$ cat config.mk
export PLATFORM = sky130hd
export DESIGN_NAME = wave_buffer_ctrl
export DESIGN_NICKNAME = d
export VERILOG_FILES = /design/src/rtl/oled_pkg.sv /design/src/rtl/wave_bank_ram.sv /design/src/rtl/wave_buffer_ctrl.sv
export SDC_FILE = /design/constraint.sdc
export NUM_CORES = 1
export LEC_CHECK = 0
export BUFFER_PORTS_ARGS = -buffer_cell sky130_fd_sc_hd__buf_2
export CELL_PAD_IN_SITES_DETAIL_PLACEMENT = 1
export CELL_PAD_IN_SITES_GLOBAL_PLACEMENT = 1
export CORE_ASPECT_RATIO = 1.1
export CORE_MARGIN = 5
export CORE_UTILIZATION = 45
export CTS_CLUSTER_SIZE = 8
export DETAILED_ROUTE_END_ITERATION = 10
export HOLD_SLACK_MARGIN = 0.02
export PLACE_DENSITY = 0.69
export SLEW_MARGIN = 5
export SYNTH_ARGS = -nofsm -noshare
export SYNTH_HDL_FRONTEND = slang
export SYNTH_SLANG_ARGS = --single-unit
$ cat constraint.sdc
create_clock -name clk -period 4.3 [get_ports clk]
set_input_delay 0.86 -clock clk [delete_from_list [all_inputs] [get_ports clk]]
set_output_delay 0.86 -clock clk [all_outputs]
set_load 0.02 [all_outputs]
$ cat src/rtl/oled_pkg.sv
// Shared OLED geometry and waveform-buffer FSM encoding for the display generators.
package oled_pkg;

  localparam int OLED_W = 96;
  localparam int OLED_H = 64;

  typedef enum logic [1:0] {
    FILL      = 2'd0,
    WAIT_SWAP = 2'd1,
    SWAP      = 2'd2
  } wb_state_t;

endpackage

$ cat src/rtl/wave_bank_ram.sv
// Two-bank waveform store: one write port, one registered read port.
// Contents are never reset; the controller masks stale data instead.
module wave_bank_ram #(
  parameter int OLED_W = 96,
  parameter int DATA_W = 6,
  localparam int AW = $clog2(OLED_W)
) (
  input  logic              clk,
  input  logic              we,
  input  logic              wr_bank,
  input  logic [AW-1:0]     wr_addr,
  input  logic [DATA_W-1:0] wr_data,
  input  logic              rd_bank,
  input  logic [AW-1:0]     rd_addr,
  output logic [DATA_W-1:0] rd_data
);

  logic [DATA_W-1:0] mem [2][OLED_W];

  // Write the back bank and register the front-bank read.
  always_ff @(posedge clk) begin
    if (we) begin
      mem[wr_bank][wr_addr] <= wr_data;
    end
    rd_data <= mem[rd_bank][rd_addr];
  end

endmodule

$ cat src/rtl/wave_buffer_ctrl.sv
// Double-buffered oscilloscope capture: decimated mic samples fill the back
// bank, a frame-aligned swap publishes it, and the OLED scan reads the front.
module wave_buffer_ctrl #(
  parameter int OLED_W = oled_pkg::OLED_W,
  parameter int OLED_H = oled_pkg::OLED_H
) (
  input  logic        clk,
  input  logic        reset,
  input  logic        sample_stb,
  input  logic [11:0] sample,
  input  logic [3:0]  decim,
  input  logic        freeze,
  input  logic        frame_begin,
  input  logic [12:0] pixel_index,
  output logic [5:0]  wave_y,
  output logic        valid_frame,
  output logic        capture_done,
  output logic        front_bank
);

  import oled_pkg::*;

  localparam int              AW       = $clog2(OLED_W);
  localparam logic [5:0]      Y_MAX    = 6'(OLED_H - 1);
  localparam logic [12:0]     N_PIX    = 13'(OLED_W * OLED_H);
  localparam logic [12:0]     W_PIX    = 13'(OLED_W);
  localparam logic [AW-1:0]   LAST_COL = AW'(OLED_W - 1);

  // Loud samples map to the top row; low bits are simply dropped.
  function automatic logic [5:0] sample_to_row(input logic [11:0] s);
    return Y_MAX - s[11:6];
  endfunction

  wb_state_t       state_q, state_d;
  logic [AW-1:0]   wr_ptr;
  logic [3:0]      dcnt;
  logic [3:0]      decim_l;
  logic            store;
  logic            last_store;
  logic            do_swap;
  logic [AW-1:0]   rd_col;
  logic [5:0]      rd_y_p1;
  logic            oor_p1;

  // Next-state logic and per-cycle write/swap decisions.
  always_comb begin
    state_d    = state_q;
    store      = 1'b0;
    last_store = 1'b0;
    do_swap    = 1'b0;
    case (state_q)
      FILL: begin
        if (sample_stb && (dcnt == 4'd0)) begin
          store = 1'b1;
          if (wr_ptr == LAST_COL) begin
            last_store = 1'b1;
            state_d    = WAIT_SWAP;
          end
        end
      end
      WAIT_SWAP: begin
        if (frame_begin && !freeze) begin
          do_swap = 1'b1;
          state_d = SWAP;
        end
      end
      SWAP:    state_d = FILL;
      default: state_d = FILL;
    endcase
  end

  // State register.
  always_ff @(posedge clk) begin
    if (reset) state_q <= FILL;
    else       state_q <= state_d;
  end

  // Write pointer, decimation counter, bank select and status flags.
  always_ff @(posedge clk) begin
    if (reset) begin
      wr_ptr       <= '0;
      dcnt         <= '0;
      decim_l      <= '0;
      capture_done <= 1'b0;
      front_bank   <= 1'b0;
      valid_frame  <= 1'b0;
    end else begin
      capture_done <= last_store;
      if (store) begin
        wr_ptr <= last_store ? '0 : wr_ptr + 1'b1;
      end
      if ((state_q == FILL) && sample_stb) begin
        if (dcnt == 4'd0) begin
          decim_l <= decim;
          dcnt    <= (decim == 4'd0) ? 4'd0 : 4'd1;
        end else begin
          dcnt <= (dcnt >= decim_l) ? 4'd0 : dcnt + 4'd1;
        end
      end
      if (do_swap) begin
        front_bank  <= ~front_bank;
        valid_frame <= 1'b1;
      end
    end
  end

  assign rd_col = AW'(pixel_index % W_PIX);

  wave_bank_ram #(
    .OLED_W (OLED_W),
    .DATA_W (6)
  ) u_bank (
    .clk     (clk),
    .we      (store && !reset),
    .wr_bank (~front_bank),
    .wr_addr (wr_ptr),
    .wr_data (sample_to_row(sample)),
    .rd_bank (front_bank),
    .rd_addr (rd_col),
    .rd_data (rd_y_p1)
  );

  // p0 -> p1: out-of-range flag travels alongside the registered read.
  always_ff @(posedge clk) begin
    oor_p1 <= (pixel_index >= N_PIX);
  end

  assign wave_y = (valid_frame && !oor_p1) ? rd_y_p1 : Y_MAX;

endmodule

==> results of run 1 <==
==> logic make-up after synthesis <==
group                    count (synthesis)  share of synthesized area, %
AO/OA/AOI/OAI                          145                          2.31
XOR/XNOR                                 8                         0.152
adder cells (fa/ha/maj)                  7                         0.190
buffers and inverters                  149                          1.52
flip-flops                            1180                          76.1
multiplexers                           337                          16.4
AND/OR/NAND/NOR                        341                          3.29
==> worst max-delay path, cell delays in order (launching register included) <==
cell,delay [ps]
dfxtp_4,630
buf_12,380
buf_4,440
mux4_2,560
mux4_2,510
a22o_1,300
nor2_1,230
a221oi_2,90
==> routing by layer <==
layer	track usage (%)	routed length [µm]	vias to the layer above
li1	-	-	9270
met1	26.8	43800	12100
met2	34.9	58000	770
met3	3.87	6540	195
met4	7.04	3210	0
met5	0	0	-
==> power by group through the flow <==
stage	combinational (mW)	sequential, mW	clock (mW)
finish	0.800	12.7	11.5
global route	0.847	12.7	12.3
CTS	0.808	12.7	11.7
detailed placement	0.806	12.9	0
global placement	0.768	12.9	0
floorplan	0.462	12.9	0
==> flip-flops by register name, summed over array words and instances (netlist names), named ones only <==
| signal | count |
|---|---|
| u_bank.mem | 1152 |
| wr_ptr | 7 |
| u_bank.rd_data | 6 |
| dcnt | 4 |
| decim_l | 4 |
| state_q | 2 |
| capture_done | 1 |
| front_bank | 1 |
| oor_p1 | 1 |
| valid_frame | 1 |
==> final timing paths <==
kind                    from  slack (ps)  cells past startpoint           endpoint
setup / recovery    register         910                      7  u_bank.rd_data[3]
hold / removal      decim[2]         370                      3         decim_l[2]
setup reg to reg    register         910                      7  u_bank.rd_data[3]
hold reg to reg   decim_l[0]         460                      2         decim_l[0]
==> through the flow <==
step	cells	cell area (µm²)	util (%)	hold slack (ps)	setup WS [ps]
after floorplan	2167	46200	-	436	754
after global placement	3521	48300	47.3	454	622
after detailed placement	3521	48300	47.3	459	543
after CTS	3725	52700	51.7	320	857
after global routing	3725	52700	51.7	365	694
final	3725	52700	51.7	371	911
==> placed cells by master, fill, tap and decap left out, drive strengths merged, types with 4 or more instances in the layout <==
cell type and n:
a21o 4, a21oi 39, a221oi 12, a22o 18, a22oi 48, and2 4, buf 112, clkbuf 194
dfxtp 28, edfxtp 1152, ha 7, inv 23, mux4 336, nand2 38, nand2b 11, nand3 11
nor2 218, nor2b 13, nor3 10, nor3b 5, o21ai 6, or3 4, or4 8, xnor2 5
==> layout make-up <==
type | instances | area, µm² | area share [%]
clock inverters | 10 | 109 | 0.206
clock buffers | 194 | 4370 | 8.28
well taps | 1375 | 1720 | 3.26
inverters | 16 | 90.1 | 0.171
flip-flops and latches | 1180 | 35200 | 66.7
multi-input cells | 838 | 10300 | 19.6
repair buffers | 112 | 963 | 1.83
==> flow_metrics.tcl, run 1 <==
set metrics [dict create \
    hpwl_um 69400 \
    p_sw_share_pct 20.2 \
    layout-drive-gt1-share_pct 27.5 \
    irDropWorstVdd_mv 0.375 \
    ios 43 \
    netlist_instances 2167 \
    avgRoutedWirePerCell_um 29.9 \
    critPathLaunchType "register" \
    grt_pass1_vias 24200 \
    worstMarginPinSlew_ps 1160 \
    synth_edf_count 1152 \
    dr.pass1.iters 5 \
    antenna_cells 0 \
    totalWireLength_um 112000 \
    clock.fmax_mhz 295 \
    clockBufferDepth 3 \
    clkTransAtPathRegs_ps 50 \
    clk_latency_ps 750 \
    slew_headroom_pct 22.7 \
    finalSetupTns_ps 0 \
    drt_iter0_drc 2277 \
    hold_viol 0 \
    grt_max_degree 132 \
    antenna_left 0 \
    syn-mean-instance-area_um2 21.3 \
    io_buffers 36 \
    syn-num-nets 2208 \
    synth_cell_types 57 \
    htree_levels 4 \
    synth_area_leaders "edfxtp_1, mux4_2, nor2_1" \
    synth_common_cells "edfxtp_1, mux4_2, nor2_1" \
    period_share_pct 78.8 \
    rsz0062_at_grt "no" \
    yosysWarnings 0 \
    ctsHoldBuffers 0 \
    p_clk_share_pct 46.1 \
    seq_power_share_pct 50.7 \
    p_leak_nw 16.1 \
    place.gp.congestion 0.823 \
    cts_tree "done" \
    areaGrowthSynthToFinish_pct 14.2 \
    synth.largest_area_cell "edfxtp_1" \
    die_area_mm2 0.109 \
    crit_arrival_ps 3980 \
    finalPower_mw 25.0 \
    antenna_found_initial 0 \
    power_density_mw_per_mm2 474 \
    die_width_um 315 \
    power_switching_mw 5.06 \
    period_minus_slack_ps 3390 \
    internal-power_mw 19.9 \
    min_path_type "input port to register" \
    ys_seq_area_share_pct 76.1 \
    die_y_um 346 \
    drv_cap 0 \
    core_area_mm2 0.102 \
    numCtsBuffers 165 \
    critPathRequiredTime_ps 4890 \
    async_flop_share_pct 0 \
    cts.repair_timing.setup_buffer_count 0 \
    cts_sinks 1180 \
    crit_type "register to register" \
    outcome "finished clean" \
    rows 123 \
    yosys.cell_count.top_type "edfxtp_1" \
    ys.flop_type "edfxtp_1" \
    fin_skew_ps 26.7 \
    grt_overflow 0 \
    grt_pass1_wl_um 165000 \
    synth-seq-cells 1180 \
    worstSetupEndpointType "register" \
    comb_power_share_pct 3.2 \
    cts-root-buf "clkbuf_16" \
    vias_per_cell 5.99 \
    track_usage_pct 20.5 \
    fill_cells 8875 \
    synth_area_mm2 0.0462 \
    cts.repair.resized 0 \
    setup_viol 0 \
    cp_max_fo 42 \
    via_count 22300 \
    yosysTopAreaCellShare_pct 74.9 \
    drc 0 \
    drv_slew 0 \
    start_util_pct 45.3 \
    finalNetCount 2354 \
]
No activity file was read; power rests on OpenSTA's default activity.
==> inputs of run 2 (changes only) <==
--- a/config.mk
+++ b/config.mk
@@ -5,6 +5,7 @@
 export SDC_FILE = /design/constraint.sdc
 export NUM_CORES = 1
 export LEC_CHECK = 0
+export ABC_AREA = 1
 export BUFFER_PORTS_ARGS = -buffer_cell sky130_fd_sc_hd__buf_2
 export CELL_PAD_IN_SITES_DETAIL_PLACEMENT = 1
 export CELL_PAD_IN_SITES_GLOBAL_PLACEMENT = 1
@@ -14,7 +15,7 @@
 export CTS_CLUSTER_SIZE = 8
 export DETAILED_ROUTE_END_ITERATION = 10
 export HOLD_SLACK_MARGIN = 0.02
-export PLACE_DENSITY = 0.69
+export PLACE_DENSITY = 0.73
 export SLEW_MARGIN = 5
 export SYNTH_ARGS = -nofsm -noshare
 export SYNTH_HDL_FRONTEND = slang
==> constraint.sdc (replaced) <==
create_clock -name clk -period 3.5 [get_ports clk]
set_input_delay 0.7 -clock clk [delete_from_list [all_inputs] [get_ports clk]]
set_output_delay 0.7 -clock clk [all_outputs]
set_load 0.02 [all_outputs]
==> run 2 against run 1 <==
  * Total power grew 25%
  * Largest cell class unchanged
  * Via count up 48%
  * Hold slack got worse by 220 ps
  * Setup slack worse by 680 ps
  * Sequential share of layout area fell by 3.2 points
  * Non-clock buffer count is 162 higher
  * Routed wire length up 31%
  * Sequential cell count is the same
  * Critical path type unchanged
  * Largest power group unchanged
==> flow_metrics.tcl, run 2 <==
set metrics [dict create \
    die_area_mm2 0.113 \
    cts_tree "done" \
    core_area_mm2 0.105 \
    path_buf_inv 6 \
    crit_type "register to register" \
    die_width_um 320 \
    synth-seq-cells 1180 \
    min_path_type "input port to register" \
    rows 125 \
    place.gp.congestion 0.842 \
    place_area_mm2 0.0509 \
    p_leak_nw 18.5 \
    rsz0062_at_grt "no" \
    synth_common_cells "edfxtp_1, nor2_1, o21ai_0" \
    async_flop_share_pct 0 \
    areaGrowthSynthToFinish_pct 16.2 \
    start_util_pct 45.2 \
    synth.largest_area_cell "edfxtp_1" \
    drc 0 \
    totalWireLength_um 146000 \
    place_ws_ps 179 \
    regMostFlops "u_bank.mem" \
    irDropWorstVdd_mv 0.484 \
    clock.fmax_mhz 306 \
    htree_levels 4 \
    final_common_cell "edfxtp_1" \
    period_share_pct 93.3 \
    worstSetupEndpointType "register" \
    power_density_mw_per_mm2 566 \
    antenna_left 0 \
    critPathLaunchType "register" \
    hold_viol 0 \
    avgRoutedWirePerCell_um 27.1 \
    clockBufferDepth 3 \
    io_buffers 36 \
    outcome "finished clean" \
    synth_area_leaders "edfxtp_1, o21ai_0, nor2_1" \
    path_cells "inv_1 -> ha_1 -> nand2_1 -> nor2_2 -> inv_1 -> nor2_2 -> inv_1 -> nor2_1 -> inv_1 -> nor2_1 -> nand3_2 -> buf_4 -> nor3_1 -> buf_4" \
    fin_ws_ps 234 \
    cts_sinks 1180 \
    ys.flop_type "edfxtp_1" \
    layout-drive-gt1-share_pct 12.7 \
    antenna_found_initial 2 \
    finalSetupTns_ps 0 \
    drv_slew 0 \
    ys_seq_area_share_pct 73.7 \
    grt_overflow 0 \
    yosys.cell_count.top_type "edfxtp_1" \
    track_usage_pct 25.4 \
    stdcell_area_mm2 0.0554 \
    syn-num-nets 3834 \
    crit_arrival_ps 3750 \
    drv_cap 0 \
    dr.pass1.iters 5 \
    cts-root-buf "clkbuf_16" \
    clkTransAtPathRegs_ps 50 \
    ctsHoldBuffers 0 \
    clk_latency_ps 780 \
    yosysWarnings 0 \
    cts.repair.resized 0 \
    dpl.cell_count 5183 \
    drt_iter0_drc 3336 \
    grt_max_degree 151 \
    via_count 33000 \
    vias_per_cell 6.12 \
    antenna_cells 0 \
    top_regs "u_bank.mem x1152, wr_ptr x7, u_bank.rd_data x6" \
    layout_common_cells "edfxtp_1, nor2_1, o21ai_0, nand2_1, o22ai_1" \
    cp_max_fo 11 \
    fin_skew_ps 20.2 \
    path_delay_family "simple AND/OR/NAND/NOR gates" \
    setup_viol 0 \
    slew_headroom_pct 31.7 \
    slowest_stage "nand3_2" \
    period_minus_slack_ps 3270 \
    yosysTopAreaCellShare_pct 72.5 \
    synth_cell_types 39 \
    critPathRequiredTime_ps 3980 \
    largest_reg_flops 1152 \
    syn-mean-instance-area_um2 12.6 \
    finalNetCount 3994 \
    cts.repair_timing.setup_buffer_count 0 \
    max_stage_delay_ps 440 \
    worstMarginPinSlew_ps 1020 \
    grt_pass1_vias 34700 \
    numCtsBuffers 165 \
    grt_pass1_wl_um 217000 \
    hpwl_um 86000 \
    netlist_instances 3793 \
    crit_top_cell "inv_1" \
    synth_area_mm2 0.0477 \
    die_y_um 351 \
    synth_edf_count 1152 \
    ios 43 \
    fill_cells 10600 \
    fin_cells 5387 \
]
==> run 2: changes by cell type in the layout (fill, tap and decap cells not counted), moves of 137 or more <==
cell	change
nand2_1	+313
o22ai_1	+209
nor2_1	+444
buf_4	+137
mux4_2	-336
o21ai_0	+525
==> run 2: where the power goes <==
group | internal [mW] | switching (mW)
clock network | 8.55 | 5.80
registers | 15.6 | 0.0126
logic | 0.382 | 1.03
total | 24.5 | 6.85
==> run 2: final timing paths <==
check                                     start                  to  slack (ps)  depth (start not counted)
worst max register to register          dcnt[0]  u_bank.mem[0][350]         230                         14
worst min register to register       decim_l[3]          decim_l[3]         490                          2
worst min-delay path            pixel_index[11]              oor_p1         150                          3
worst max-delay path                    dcnt[0]  u_bank.mem[0][350]         230                         14
==> run 2: worst register-to-register path: cells and delay by family (launching register included) <==
| family | cells | cell delay [ps] |
|---|---|---|
| fa+ha+maj | 1 | 160 |
| buf+inv | 6 | 1070 |
| flops | 1 | 320 |
| simple gates | 7 | 1420 |
==> run 2: layout make-up <==
type,count,area (µm²),share of cell area [%]
clock buffer,191,4290,7.75
timing repair buffer,274,2500,4.52
multi-input combinational,2250,11100,20.1
clock inverter,13,220,0.398
sequential,1180,35200,63.5
tap,1397,1750,3.16
inverter,82,358,0.646
==> run 2: routing by layer <==
layer / vias up / global-route usage [%] / share of wire [%]
met4: 0 / 9.12 / 3.5
li1: 14400 / - / -
met3: 250 / 4.37 / 6.7
met1: 17000 / 32.8 / 40
met2: 1295 / 43.6 / 50
met5: - / 0 / 0
==> run 2: kinds of logic (layout without fill, tap and decap cells) <==
family,count (synthesis),count (layout),share of synthesized area [%]
XOR/XNOR,2,2,0.0367
flip-flops,1180,1180,73.7
AO/OA/AOI/OAI,1097,1097,13.5
adder cells (fa/ha/maj),7,7,0.184
buffers and inverters,363,560,3.06
AND/OR/NAND/NOR,1144,1144,9.46
==> run 2: through the flow <==
stage	total power [mW]	util, %	hold slack [ps]
detailed placement	17.2	48.3	484
floorplan	16.6	-	433
CTS	31.5	52.5	116
global route	32.3	52.5	157
finish	31.3	52.5	154
global placement	17.2	48.3	459
